## config.mk

```make
export PLATFORM = sky130hd
export DESIGN_NAME = ebi_write_bridge
export DESIGN_NICKNAME = d
export VERILOG_FILES = /design/src/rtl/madnes_bus_pkg.sv /design/src/rtl/sync_fifo.sv /design/src/rtl/ebi_write_bridge.sv
export SDC_FILE = /design/constraint.sdc
export NUM_CORES = 1
export LEC_CHECK = 0
export CORE_ASPECT_RATIO = 0.8
export CORE_UTILIZATION = 50
export DETAILED_ROUTE_END_ITERATION = 6
export GPL_TIMING_DRIVEN = 0
export PLACE_DENSITY = 0.71
export SYNTH_ARGS = -nofsm -noshare
export SYNTH_HDL_FRONTEND = slang
export SYNTH_SLANG_ARGS = --single-unit
```

## constraint.sdc

```tcl
create_clock -name clk -period 12.8 [get_ports clk]
set_clock_uncertainty 0.15 [all_clocks]
set_input_delay 1.92 -clock clk [delete_from_list [all_inputs] [get_ports clk]]
set_output_delay 1.92 -clock clk [all_outputs]
set_load 0.03 [all_outputs]
```

## src/rtl/madnes_bus_pkg.sv

```systemverilog
// Shared types and constants for the MCU-to-video register/VRAM write path.
package madnes_bus_pkg;

   // Write-cycle tracker: wait for strobe fall, wait for strobe rise, decode.
   typedef enum logic [1:0] {
      IDLE     = 2'd0,
      ARMED    = 2'd1,
      DISPATCH = 2'd2
   } bridge_state_t;

   // Address bit selecting control space for the default 16-bit EBI address.
   localparam int CTRL_SPACE_BIT = 15;

   // Control register indices.
   localparam logic [2:0] CTRL_PALETTE_SEL = 3'b000;
   localparam logic [2:0] CTRL_STATE       = 3'b001;

   // Values written to CTRL_STATE.
   localparam logic [7:0] STATE_NORMAL    = 8'd0;
   localparam logic [7:0] STATE_LOADING   = 8'd1;
   localparam logic [7:0] STATE_BOOTSTRAP = 8'd2;

endpackage

```

## src/rtl/sync_fifo.sv

```systemverilog
// Single-clock FIFO with flop storage. The head word comes straight from
// storage (no bypass), so a push into an empty FIFO is visible next cycle.
// A pop and a push in the same cycle are both accepted, even when full.
module sync_fifo #(
   parameter int WIDTH = 8,
   parameter int DEPTH = 4
) (
   input  logic             clk,
   input  logic             reset,
   input  logic             push,
   input  logic [WIDTH-1:0] push_data,
   input  logic             pop,
   output logic [WIDTH-1:0] pop_data,
   output logic             full,
   output logic             empty
);

   localparam int PTR_W = $clog2(DEPTH);

   logic [WIDTH-1:0] mem [DEPTH];
   logic [PTR_W:0]   wr_ptr;
   logic [PTR_W:0]   rd_ptr;
   logic             do_push;
   logic             do_pop;

   assign empty    = (wr_ptr == rd_ptr);
   assign full     = (wr_ptr[PTR_W] != rd_ptr[PTR_W]) &&
                     (wr_ptr[PTR_W-1:0] == rd_ptr[PTR_W-1:0]);
   assign do_pop   = pop && !empty;
   assign do_push  = push && (!full || do_pop);
   // Present zero while empty so the head never shows uninitialised storage.
   assign pop_data = empty ? '0 : mem[rd_ptr[PTR_W-1:0]];

   // Pointer update; the extra MSB distinguishes full from empty.
   always_ff @(posedge clk) begin
      if (reset) begin
         wr_ptr <= '0;
         rd_ptr <= '0;
      end else begin
         if (do_push) wr_ptr <= wr_ptr + 1'b1;
         if (do_pop)  rd_ptr <= rd_ptr + 1'b1;
      end
   end

   // Storage write; contents need no reset since empty masks the head.
   always_ff @(posedge clk) begin
      if (do_push) mem[wr_ptr[PTR_W-1:0]] <= push_data;
   end

endmodule

```

## src/rtl/ebi_write_bridge.sv

```systemverilog
// EBI write front end: synchronises the asynchronous strobes, captures each
// write on the strobe's rising edge and routes it either to the control
// register strobe port or into the VRAM write queue.
module ebi_write_bridge
   import madnes_bus_pkg::*;
#(
   parameter int ADDR_W     = 16,
   parameter int DATA_W     = 16,
   parameter int FIFO_DEPTH = 4
) (
   input  logic              clk,
   input  logic              reset,
   input  logic              ebi_cs_n,
   input  logic              ebi_we_n,
   input  logic [ADDR_W-1:0] ebi_addr,
   input  logic [DATA_W-1:0] ebi_data,
   output logic [2:0]        ctrl_write_addr,
   output logic [7:0]        ctrl_write_data,
   output logic              ctrl_write_enable,
   output logic [ADDR_W-2:0] vram_addr,
   output logic [DATA_W-1:0] vram_data,
   output logic              vram_valid,
   input  logic              vram_ready,
   output logic              overflow
);

   localparam int ENTRY_W = ADDR_W - 1 + DATA_W;

   bridge_state_t     state;
   bridge_state_t     state_next;
   logic              cs_meta, cs_sync;
   logic              we_meta, we_sync, we_hist;
   logic              we_fall, we_rise;
   logic              capture, dispatch;
   logic              ctrl_hit, vram_push;
   logic [ADDR_W-1:0] addr_q;
   logic [DATA_W-1:0] data_q;
   logic              fifo_full, fifo_empty;
   logic [ENTRY_W-1:0] fifo_head;

   // Two-flop synchronisers plus a history flop on we_n; reset to inactive
   // so a strobe already low at reset release reads as a fresh fall.
   always_ff @(posedge clk) begin
      if (reset) begin
         cs_meta <= 1'b1;
         cs_sync <= 1'b1;
         we_meta <= 1'b1;
         we_sync <= 1'b1;
         we_hist <= 1'b1;
      end else begin
         cs_meta <= ebi_cs_n;
         cs_sync <= cs_meta;
         we_meta <= ebi_we_n;
         we_sync <= we_meta;
         we_hist <= we_sync;
      end
   end

   assign we_fall = !we_sync && we_hist;
   assign we_rise = we_sync && !we_hist;

   // FSM state register.
   always_ff @(posedge clk) begin
      if (reset) state <= IDLE;
      else       state <= state_next;
   end

   // FSM next-state logic; a rise with chip select dropped discards the write.
   always_comb begin
      state_next = state;
      case (state)
         IDLE:     if (we_fall && !cs_sync) state_next = ARMED;
         ARMED:    if (we_rise)             state_next = cs_sync ? IDLE : DISPATCH;
         DISPATCH: state_next = IDLE;
         default:  state_next = IDLE;
      endcase
   end

   // FSM outputs: capture on the accepted rise, decode during DISPATCH.
   always_comb begin
      capture  = 1'b0;
      dispatch = 1'b0;
      case (state)
         ARMED:    capture  = we_rise && !cs_sync;
         DISPATCH: dispatch = 1'b1;
         default:  ;
      endcase
   end

   assign ctrl_hit  = dispatch && addr_q[ADDR_W-1];
   assign vram_push = dispatch && !addr_q[ADDR_W-1];

   // Pin capture; pins are held stable for several clocks after the rise.
   always_ff @(posedge clk) begin
      if (capture) begin
         addr_q <= ebi_addr;
         data_q <= ebi_data;
      end
   end

   // Control strobe pulses one cycle; address/data hold until the next write.
   always_ff @(posedge clk) begin
      if (reset) begin
         ctrl_write_enable <= 1'b0;
         ctrl_write_addr   <= '0;
         ctrl_write_data   <= '0;
      end else begin
         ctrl_write_enable <= ctrl_hit;
         if (ctrl_hit) begin
            ctrl_write_addr <= addr_q[2:0];
            ctrl_write_data <= data_q[7:0];
         end
      end
   end

   sync_fifo #(
      .WIDTH (ENTRY_W),
      .DEPTH (FIFO_DEPTH)
   ) u_vram_fifo (
      .clk       (clk),
      .reset     (reset),
      .push      (vram_push),
      .push_data ({addr_q[ADDR_W-2:0], data_q}),
      .pop       (vram_ready),
      .pop_data  (fifo_head),
      .full      (fifo_full),
      .empty     (fifo_empty)
   );

   assign vram_valid = !fifo_empty;
   assign vram_addr  = fifo_head[ENTRY_W-1:DATA_W];
   assign vram_data  = fifo_head[DATA_W-1:0];

   // Sticky drop flag; a same-cycle pop makes room so that push is not a drop.
   always_ff @(posedge clk) begin
      if (reset) overflow <= 1'b0;
      else if (vram_push && fifo_full && !(vram_valid && vram_ready)) overflow <= 1'b1;
   end

endmodule

```

==> results of run 1 <==
[cell families after synthesis]
group / after synthesis / synth area share (%)
AOI/OAI and AO/OA: 7 / 0.929
xor gates and xnor gates: 6 / 0.892
adders and majority gates: 5 / 0.929
buffers and inverters: 17 / 1.08
DFF: 184 / 77.9
muxes: 44 / 12.3
and+or+nand+nor: 71 / 5.97
[registers in the layout (all words and copies together) (netlist names), 2 cells and up, named ones only]
signal / count
u_vram_fifo.wr_ptr: 3
addr_q: 16
u_vram_fifo.mem: 124
data_q: 16
ctrl_write_addr: 3
state: 2
u_vram_fifo.rd_ptr: 3
ctrl_write_data: 8
[layout by cell type, fill, tap and decap left out, types with 2 or more instances in the layout]
cell type                         count
sky130_fd_sc_hd__inv_8                3
sky130_fd_sc_hd__xnor2_1              2
sky130_fd_sc_hd__dfxtp_1             28
sky130_fd_sc_hd__nor2b_1             32
sky130_fd_sc_hd__edfxtp_1           156
sky130_fd_sc_hd__inv_1                4
sky130_fd_sc_hd__buf_4                5
sky130_fd_sc_hd__nand2b_1             2
sky130_fd_sc_hd__ha_1                 5
sky130_fd_sc_hd__inv_6                2
sky130_fd_sc_hd__xor2_1               3
sky130_fd_sc_hd__clkinv_4             4
sky130_fd_sc_hd__clkinvlp_4           2
sky130_fd_sc_hd__buf_2                7
sky130_fd_sc_hd__nor2_1              19
sky130_fd_sc_hd__clkdlybuf4s50_1     80
sky130_fd_sc_hd__or2_2                5
sky130_fd_sc_hd__nor3b_1              2
sky130_fd_sc_hd__and2_2               3
sky130_fd_sc_hd__mux2i_1             13
sky130_fd_sc_hd__a21oi_1              3
sky130_fd_sc_hd__mux4_2              31
sky130_fd_sc_hd__nor3_1               2
sky130_fd_sc_hd__clkbuf_1             5
sky130_fd_sc_hd__clkinv_8             2
sky130_fd_sc_hd__clkbuf_16           17
[final cells by class]
type,count,area share (%)
well taps,175,2.61
inverters,4,0.179
clock buffers,17,5.07
multi-input cells,133,17.0
clock inverters,15,2.00
flip-flops and latches,184,62.5
plain buffers,13,0.686
repair buffers,85,9.99
[per-layer routing]
| metal | routed length [um] | vias up | track usage [%] |
|---|---|---|---|
| met5 | 0 | - | 0 |
| li1 | - | 1505 | - |
| met2 | 5620 | 96 | 28.2 |
| met3 | 573 | 15 | 4.43 |
| met4 | 176 | 0 | 8.14 |
| met1 | 5120 | 1609 | 23.1 |
[worst max path at each step]
stage	startpoint	to	slack, ns	depth (start not counted)
5_1_grt	u_vram_fifo.wr_ptr[0]$_SDFFE_PP0P_	vram_data[6]	7.74	5
6_report	u_vram_fifo.wr_ptr[0]$_SDFFE_PP0P_	vram_data[6]	7.83	5
3_5_place_dp	u_vram_fifo.wr_ptr[0]$_SDFFE_PP0P_	vram_data[9]	8.35	5
4_1_cts	u_vram_fifo.wr_ptr[0]$_SDFFE_PP0P_	vram_data[6]	7.88	5
2_1_floorplan	we_hist$_SDFF_PP1_	addr_q[0]$_DFFE_PP_	8.30	2
3_3_place_gp	we_hist$_SDFF_PP1_	addr_q[6]$_DFFE_PP_	5.86	2
[stage by stage]
step | hold WS (ns) | instance area, um2 | setup WS (ns)
after CTS | 0.265 | 8390 | 7.88
after floorplan | 0.239 | 6730 | 8.30
after global routing | 0.288 | 8390 | 7.74
final | 0.261 | 8390 | 7.83
after detailed placement | 0.248 | 7800 | 8.35
after global placement | 0.242 | 7750 | 5.86
[power breakdown]
part	leakage, uW	switching (uW)	internal, uW
Combinational	0.000848	3.83	10.1
Clock	0.000283	236	277
Sequential	0.00163	0.284	642
Total	0.00276	240	929
==> results, run 1 <==
- The clock net in this run drives a total of 184 sinks.
- In the final layout, the share of cells above drive strength 1 is 19.5%.
- For flop-to-flop paths, the worst setup slack is 10.45 ns.
- Once layout is complete, the cells apart from fillers number 626.
- The worst hold path stage count is 1.
- The post-detailed-route DRC marker count is 0.
- For this run, the top clock speed supported by timing is 0.201 GHz.
- The clock slew at the register clock pins of the worst setup and hold paths is 0.07 ns.
- Measured along the y axis, the die boundary spans 106 um.
- The number of max-capacitance violations reported is 0.
- The final layout contains routed wiring with a total length of 11500 um.
- The number of gates resized after CTS was 0.
- Yosys mapped a number of flops with a built-in enable equal to 156.
- Setup violations remaining at the end of the flow were counted as 0.
- The horizontal die dimension is 132 um.
- The static leakage is 0.00276 uW.
- Sorting the synthesized cells by area gives the leading types as sky130_fd_sc_hd__edfxtp_1, sky130_fd_sc_hd__mux4_2, sky130_fd_sc_hd__dfxtp_1, sky130_fd_sc_hd__nor2b_1, sky130_fd_sc_hd__mux2i_1.
- At the pin with the least slew margin, the transition time is 0.890 ns.
- The run finished with clean final reports.
- The final critical-path required period is 4.97 ns.
- Setup repair after global routing left no endpoint under its margin.
- The highest ir drop seen on vdd is 0.0886 mV.
- The cell class contributing the biggest share of worst-path delay is buffers and inverters.
- In this run the biggest area consumer among cell types represents 69.6% of the synthesized area.
- The number of distinct library cells after synthesis is 30.
- The worst hold-check path type is reg2reg.
- Power spread over the standard cell area amounts to 139 nW/um2.
- In this run the worst path has a maximum fanout of 10.
- Together, buffers and inverters on the worst path number 2.
- STA classifies the critical path startpoint as a flop.
- The final-report max-slew violation count is 0.
- The number of filler cells placed in the layout is 885.
- The count of nets left with antenna violations after detail routing is 0.
- For this run, the detailed router's first-pass iteration total came to 4.
- The via count of the first global-routing pass is 3354.
- The number of cells on the worst reg-to-reg path is 3.
- Of all cell types, the one taking the most synthesized area is sky130_fd_sc_hd__edfxtp_1.
- After the last flow step, the layout net total stands at 480.
- Measured against its own limit, the worst slew margin works out to 40.7%.
- In the synthesized netlist, the cells that appear most often are sky130_fd_sc_hd__edfxtp_1, sky130_fd_sc_hd__nor2b_1, sky130_fd_sc_hd__mux4_2, sky130_fd_sc_hd__dfxtp_1, sky130_fd_sc_hd__nor2_1.
- The combined area of the multi-input logic cells is 1430 um2.
- The global-route wire length before repair is 17700 um.
- In this run the critical register-to-register path is launched from u_vram_fifo.wr_ptr[1]$_SDFFE_PP0P_.
- The H-tree depth reported by CTS is 4.
- The number of antenna violations at the first check in global routing is 0.
- After synthesis, flip-flops and latches occupy 77.9% of the total area.
- The total negative setup slack is 0 ns.
- The die area is 13900 um2.
- The signal on the critical path passes through xor2_2 > nor3_1 > buf_2 > nor2b_1 > clkdlybuf4s50_1.
- Buffers placed on the I/O ports in this run total 80.
- The CTS tree is yes.
- The count of warnings emitted by yosys is 0.
- The share of the clock period used by the worst path is 38.8%.
- The number of hold buffers added after CTS was 0.
- For this design, the slowest cell found on the critical path is sky130_fd_sc_hd__nor3_1.
- The design draws 1170 uW.
- The data arrival time of the worst path is 2.90 ns.
- The congestion estimate from routability-driven global placement came to 0.732.
- Cells fill 64.5% of the core in the end.
- In this run the standard cell core region covers 13000 um2.
- Relative to the synthesized area, the layout overhead comes to 24.7%.
- The delay of the slowest cell on the worst path is 0.70 ns.
- The source-to-sink clock delay at the later pin of the worst-skew pair is 0.43 ns.
- Global routing finished with a remaining overflow of 0.
- The antenna cell count is 0.
- The detailed router finished its first iteration with 277 violations.
- Averaged over all synthesized cells, the footprint is 20.2 um2.
- The overall via count from detail_route is 3225.
- The maximum number of buffers from clock root to sink is 2.
- The number of clock buffers inserted by TritonCTS is 17.
- By instance count, the leading cell after synthesis is sky130_fd_sc_hd__edfxtp_1.
- Counting every net in the synthesized netlist gives 376.
- In the final routed layout, each cell accounts on average for 18.4 um.
- Including well taps, the total number of placed cells is 594.
- The routed via count divided by cell count is 5.15.
- The end point of the most critical hold path is we_sync$_SDFF_PP1_.
- In this run the core area contains 37 standard-cell rows.
- In this run the post-CTS setup repair buffer count came out at 0.
- Registers take 5250 um2.
- The cell area after synthesis is 6730 um2.
- The register bit count reported by yosys is 184.
- The most frequently used flop master after synthesis is sky130_fd_sc_hd__edfxtp_1.
- Clock tree synthesis selected as its root buffer the cell sky130_fd_sc_hd__clkbuf_16.
- The initial utilization of the core area, before any placement, comes to 51.8%.
- The final hold violation count is 0.
- Entering global routing, the biggest net connects 33 pins.
- STA puts the critical path data required time at 10.73 ns.
- The cell count after synthesis came out at 334.
- For this run, the total global-route usage over all layers was measured as 17.7%.
- The endpoint identified for the worst register-to-register timing path is u_vram_fifo.mem[2][16]$_DFFE_PP_.
- STA classifies the critical path endpoint as an output pin.
- The setup path with the least slack is of type reg2out.
- For this design the top-level I/O count stands at 82.
- The async set-reset flop share out of synthesis is 0%.
- The worst hold path begins at we_meta$_SDFF_PP1_.
- The sum of net half-perimeters after detailed placement is 7010 um.
Power figures use the tool's default switching activity.
==> run 2, diff against run 1 <==
- PLACE_DENSITY: 0.71 -> 0.74
- clock period: 12.8 -> 4.1 ns (I/O delays scaled with it)
==> run 2 against run 1 <==
Effect of this change:
- worst setup slack got worse by 7.2 ns
- critical path depth unchanged
- design area decreased by 0.24%
- global-route usage barely moved
- via count shrank 0.16%
- die area stayed put
- critical path type unchanged
- critical endpoint is now vram_data[3]
==> results, run 2 (same netlist as run 1, synthesis figures left out) <==
- For this run, the share of the core covered by cells in the final layout is 64.4%.
- Along the worst path, the maximum fanout reaches 10.
- The combinational power share is 1.2%.
- Detailed placement finished with a half-perimeter wire length of 6970 um.
- The H-tree was split into 4 levels.
- TritonCTS built the clock tree.
- The global-route wire length before repair is 17600 um.
- The die is 106 um tall.
- For this design, the slowest cell found on the critical path is sky130_fd_sc_hd__clkdlybuf4s50_1.
- The static leakage is 0.00273 uW.
- After clock tree synthesis, the clock-pin slew on the worst setup and hold paths is 0.06 ns.
- Global routing consumed, over all layers together, 17.6% of the routing resources.
- For this run, the slowest stage of the critical path takes 0.60 ns.
- The TritonCTS sink count is 184.
- IR analysis of the VDD net gives a maximum drop of 0.400 mV.
- The timing startpoint of the critical path is u_vram_fifo.wr_ptr[0]$_SDFFE_PP0P_.
- The power density of the placed cells is 430 nW/um2.
- The cell class contributing the biggest share of worst-path delay is buffers and inverters.
- The number of placed I/O pins is 82.
- The net switching component of the power is 673 uW.
- The setup check on the worst reg-to-reg path leaves a slack of 1.79 ns.
- The worst register-to-register path begins at u_vram_fifo.wr_ptr[1]$_SDFFE_PP0P_.
- The number of setup violations in the final report is 0.
- Setup repair after global routing left no endpoint under its margin.
- The proportion of power drawn by the clock network is 43.1%.
- The top cell types in the final layout, fill and taps aside, are sky130_fd_sc_hd__edfxtp_1, sky130_fd_sc_hd__clkdlybuf4s50_1, sky130_fd_sc_hd__nor2b_1, sky130_fd_sc_hd__mux4_2, sky130_fd_sc_hd__dfxtp_1.
- The flow ran to the end, and the final reports show no timing, DRC or antenna violations.
- The placer's final routability congestion estimate is 0.699.
- Sequential cells burn 55.7% of the power.
- Leaving out fill and tap cells, the most frequent cell in the layout is sky130_fd_sc_hd__edfxtp_1.
- The number of search-and-repair iterations in the first detailed-routing pass is 4.
- The final-report max-slew violation count is 0.
- STA puts the critical path data arrival time at 2.66 ns.
- In this run the horizontal extent of the chip is 132 um.
- The mean routed wirelength per cell is 18.4 um.
- The final hold violation count is 0.
- Of the cells placed in the final design, the portion with a size suffix greater than 1 is 18.3%.
- The cell internal power dissipation is 2930 uW.
- The number of standard cells in the final layout excluding fillers is 624.
- The number of rows created at floorplan is 37.
- The total core area is 13000 um2.
- The hold buffer count at CTS is 0.
- The source-to-sink clock delay at the later pin of the worst-skew pair is 0.43 ns.
- The starting DRC count in detailed routing is 267.
- STA classifies the critical path startpoint as a flop.
- The tree is rooted in a sky130_fd_sc_hd__clkbuf_16.
- The leftover overflow at the end of global routing is 0.
- The switching part of the total power is 18.7%.
- The remaining max-slew budget at the tightest pin is 41.8%.
- Summed over all layers, the routed wires come to 11500 um.
- The highest clock frequency the design can meet is 0.292 GHz.
- The count of instances resized after the clock tree is built is 0.
- The post-CTS repair timing setup buffer count is 0.
- The share of the clock period used by the worst path is 83.7%.
- The critical path is of the reg2out type.
- The final critical-path required period is 3.43 ns.
- Once placement completed, the tool counted placed cells totaling 592.
- Using the TritonRoute via totals, the vias-per-cell ratio works out to 5.16.
- The count of nets left with antenna violations after detail routing is 0.
- Traced cell by cell, the critical path runs through xor2_2 > nor3_1 > buf_2 > nor2b_1 > clkdlybuf4s50_1.
- The clock passes through at most 2 buffers.
- The slew at the pin with the worst max-slew slack is 0.874 ns.
- The worst setup path is captured at an output pin.
- For the final routed database, the setup TNS stands at 0 ns.
- The depth of the most critical reg-to-reg path is 3.
- The number of antenna diodes in the final layout is 0.
- The number of antenna violations at the first check in global routing is 0.
- The layout overhead on the synthesized area is 24.4%.
- The destination of the critical timing path is vram_data[3].
- The number of clock buffers inserted by TritonCTS is 17.
- The register with the most flip-flops in the layout has 124 of them.
- The combined buffer and inverter count along the critical path is 2.
- The cell count along the critical path is 5.
- The capture instance of the worst register-to-register path is u_vram_fifo.mem[2][9]$_DFFE_PP_.
- The critical path required time is 3.34 ns.
- The worst hold-check path type is reg2reg.
- For this configuration, the core starts out at a cell density of 51.8%.
- The via count of the first global-routing pass is 3272.
- The largest net degree at the start of global routing is 33.
- After detailed routing, the number of remaining DRC violations is 0.
- Across the run, the number of max-cap violations was 0.
- The overall via count from detail_route is 3220.
- For this run, the post-layout net count is 478.
- The die covers 13900 um2.
- The number of I/O port buffers is 80.
run 2: power groups by stage:
stage | Clock [uW] | Sequential [uW] | Combinational (uW)
final | 1550 | 2010 | 43.4
after global routing | 1650 | 2010 | 46.3
after CTS | 1570 | 2010 | 43.7
after detailed placement | 0 | 2050 | 43.1
after global placement | 0 | 2050 | 42.5
after floorplan | 0 | 2050 | 5.99
run 2: worst min-delay path by stage:
stage / startpoint / to / depth (start not counted)
6_report: we_meta$_SDFF_PP1_ / we_sync$_SDFF_PP1_ / 1
5_1_grt: we_meta$_SDFF_PP1_ / we_sync$_SDFF_PP1_ / 1
4_1_cts: we_meta$_SDFF_PP1_ / we_sync$_SDFF_PP1_ / 1
3_5_place_dp: we_meta$_SDFF_PP1_ / we_sync$_SDFF_PP1_ / 1
3_3_place_gp: we_meta$_SDFF_PP1_ / we_sync$_SDFF_PP1_ / 1
2_1_floorplan: cs_meta$_SDFF_PP1_ / cs_sync$_SDFF_PP1_ / 1
run 2: area by class of cell:
cell class | count | area [um2]
flip-flops and latches | 184 | 5250
multi-input cells | 133 | 1430
fillers | 885 | 4640
clock buffers | 19 | 433
well taps | 175 | 219
clock inverters | 13 | 131
plain buffers | 13 | 57.6
repair buffers | 83 | 838
inverters | 4 | 15.0
run 2: worst register-to-register path, cell delays in order, from the launching register on:
cell and delay [ns]:
sky130_fd_sc_hd__dfxtp_1 0.42, sky130_fd_sc_hd__xor2_1 0.36, sky130_fd_sc_hd__o41a_4 0.25, sky130_fd_sc_hd__and2_2 0.74
run 2: metrics by stage:
stage	hold WS (ns)	power (uW)	setup slack, ns	cell area [um2]
after global placement	0.242	2090	-0.215	7760
after detailed placement	0.253	2090	1.04	7810
after global routing	0.274	3700	0.494	8370
after floorplan	0.239	2050	1.21	6740
after CTS	0.268	3620	0.591	8370
final	0.265	3600	0.670	8370
run 2: routing by layer:
metal	up-vias	GRT usage, %	routed length (um)
met5	-	0	0
met4	0	6.73	127
met3	11	4.62	582
met2	81	27.7	5620
met1	1630	23.8	5120
li1	1498	-	-
==> run 3, diff against run 2 <==
- clock period: 4.1 -> 2.8 ns (I/O delays scaled with it)
==> run 3 against run 2 <==
Effect of this change:
- design area up 0.96%
- global-route usage up 1.2 points
- largest power group unchanged
- critical path depth down 1
- die area unchanged
- critical path type unchanged
- combinational power up 47%
- non-clock buffer count unchanged
- hold slack worse by 0.077 ns
- via count about the same
- first-iteration DRC count up 14%
- total power up 48%
==> results, run 3 (same netlist as run 1, synthesis figures left out) <==
- The switching part of the total power is 18.8%.
- The total overflow left after global routing is 0.
- In the final routed layout, each cell accounts on average for 19.1 um.
- The placer's final routability congestion estimate is 0.694.
- The highest ir drop seen on vdd is 0.491 mV.
- The die span in y is 106 um.
- The number of I/O port buffers is 80.
- In this run the horizontal extent of the chip is 132 um.
- The path with the worst hold slack has its endpoint at state[1]$_SDFFE_PP0P_.
- The die covers 13900 um2.
- The worst setup path is captured at an output pin.
- Entering global routing, the biggest net connects 33 pins.
- The overall routed net length is 11900 um.
- The starting DRC count in detailed routing is 304.
- The number of flip-flops in the largest register is 124.
- In the layout the commonest cells are sky130_fd_sc_hd__edfxtp_1, sky130_fd_sc_hd__clkdlybuf4s50_1, sky130_fd_sc_hd__nor2b_1, sky130_fd_sc_hd__mux4_2, sky130_fd_sc_hd__dfxtp_1.
- The layout cell share with drive strength beyond 1 is 20.5%.
- For this run, the number of standard cells in the final layout without fillers is 624.
- The worst hold path stage count is 2.
- The slew at the pin with the worst max-slew slack is 0.927 ns.
- The longest clock path from root to sink contains 2 buffers.
- In this run the standard cell core region covers 13000 um2.
- The classification of the worst setup path is reg2out.
- The area growth from synthesis to layout is 25.6%.
- The source-to-sink clock delay at the later pin of the worst-skew pair is 0.42 ns.
- The proportion of power drawn by the clock network is 43.6%.
- The share of total power dissipated in sequential elements is 55.2%.
- TritonCTS built the clock tree.
- The hold buffer count at CTS is 0.
- The most common cell after layout, fill and taps aside is sky130_fd_sc_hd__edfxtp_1.
- For this run, the detailed router's first-pass iteration total came to 4.
- Once detail routing completed, the nets flagged for antenna violations numbered 0.
- The startpoint of the worst hold path is reset.
- Across all layers, the routed design uses 3223 vias.
- In this run the worst path has a maximum fanout of 10.
- The final hold violation count is 0.
- The routed via count divided by cell count is 5.17.
- The antenna cell count is 0.
- The net switching component of the power is 1000 uW.
- At the end of the flow the core is filled with cells to 65.0%.
- The wire-length estimate of the detail-placed layout is 7230 um.
- The number of rows created at floorplan is 37.
- The setup slack of the worst register-to-register path is 0.42 ns.
- The number of antenna violations at the first check in global routing was 0.
- The analysis attributes to cell leakage a power of 0.00309 uW.
- Derived from the worst setup path, the maximum achievable clock frequency is 0.370 GHz.
- In this run the power density over the cells is 629 nW/um2.
- The source of the worst register-to-register timing path is u_vram_fifo.wr_ptr[0]$_SDFFE_PP0P_.
- The remaining max-slew budget at the tightest pin is 38.2%.
- The combinational power share is 1.2%.
- The number of clock buffers added by TritonCTS is 17.
- The number of placed I/O pins is 82.
- Measured in cells, the most critical reg-to-reg path has a length of 4.
- The final net count is 478.
- For the worst setup path, the data required time is 2.23 ns.
- The TritonCTS sink count is 184.
- The via count of the first global-routing pass is 3427.
- Setup violations remaining at the end of the flow were counted as 0.
- The first global-routing pass estimated 18800 um of wire.
- The worst hold-check path type is in2reg.
- For this run, design rule violations remaining after detail routing come to 0.
- After clock tree synthesis, the clock-pin slew on the worst setup and hold paths is 0.06 ns.
- The total routing usage reported by global routing is 18.8%.
- The number of max-capacitance violations reported is 0.
- The final-report max-slew violation count was 0.
- The global-route track usage on met1 is 24.6%.
- The master cell of the clock root buffer is sky130_fd_sc_hd__clkbuf_16.
- Counting tap cells, the placed design contains a total of 591 instances.
- For this run, global-route usage on met3 was measured as 4.09%.
- The startpoint class of the critical path is a flop.
- The effective utilization at floorplan is 51.8%.
- The H-tree depth reported by CTS is 4.
- Setup repair after global routing left no endpoint under its margin.
- At the worst endpoint, the arrival time is 2.13 ns.
- The flow ran to the end, and the final reports show no timing, DRC or antenna violations.
- The final critical-path required period is 2.70 ns.
- The routing usage on met2 is 30.6%.
- The share of the clock period used by the worst path is 96.5%.
- The capture instance of the worst register-to-register path is u_vram_fifo.mem[1][26]$_DFFE_PP_.
- The global routing stage identified its most utilized layer as met2.
- Internal power comes to 4320 uW.
[run 3: changes by cell type in the layout (fill, tap and decap cells not counted), sizes merged]
cell and change:
clkbuf +1, clkdlybuf4s50 -32, clkinv -1, clkinvlp -1
dlygate4sd2 +20, dlymetal6s2s +12, inv +1
[run 3: per-stage QoR]
stage | power [uW] | setup TNS [ns] | worst slack, ns | hold slack, ns | area [um2]
floorplan | 3010 | 0 | 0.547 | 0.239 | 6750
detailed placement | 3060 | -3.73 | -0.155 | 0.248 | 7800
finish | 5320 | 0 | 0.0980 | 0.188 | 8450
global placement | 3060 | -31.76 | -0.293 | 0.244 | 7770
global route | 5470 | 0 | 0.0174 | 0.223 | 8450
CTS | 5370 | -2.03 | -0.190 | 0.171 | 8400
[run 3: how the worst max path moves through the flow]
stage / end / slack, ns
CTS: vram_addr[1] / -0.19
global route: vram_data[13] / 0.02
finish: vram_data[13] / 0.1
detailed placement: vram_data[14] / -0.15
global placement: u_vram_fifo.mem[0][29]$_DFFE_PP_ / -0.29
floorplan: u_vram_fifo.mem[0][0]$_DFFE_PP_ / 0.55
[run 3: what timing repair did]
action / CTS / global route
cloned: 0 / 0
setup buffers: 1 / 0
gates resized for setup: 33 / 17
pin swaps: 1 / 0
setup endpoints to repair: 32 / 14
[run 3: per-layer routing]
metal	vias to the layer above	part of all wire, %
li1	1491	-
met5	-	0
met4	0	0.82
met1	1653	46
met2	72	50
met3	7	3.7
[run 3: power by group through the flow]
stage	Combinational (uW)	Sequential, uW	Clock [uW]
2_1_floorplan	9.02	3000	0
3_3_place_gp	62.9	3000	0
3_5_place_dp	64.2	3000	0
4_1_cts	65.1	2940	2360
5_1_grt	68.7	2940	2460
6_report	64.0	2940	2320
[run 3: cell type report]
cell class | count | area (um2)
Buffer | 13 | 87.6
Clock inverter | 12 | 128
Timing Repair Buffer | 83 | 840
Fill cell | 907 | 4560
Clock buffer | 20 | 447
Tap cell | 175 | 219
Inverter | 4 | 15.0
Multi-Input combinational cell | 133 | 1470
Sequential cell | 184 | 5250
[run 3: worst max-delay path, stage by stage (launching register included)]
cell and delay, ns:
sky130_fd_sc_hd__dfxtp_1 0.44, sky130_fd_sc_hd__buf_6 0.23, sky130_fd_sc_hd__mux4_2 0.54, sky130_fd_sc_hd__nor2b_1 0.15
sky130_fd_sc_hd__dlygate4sd2_1 0.35
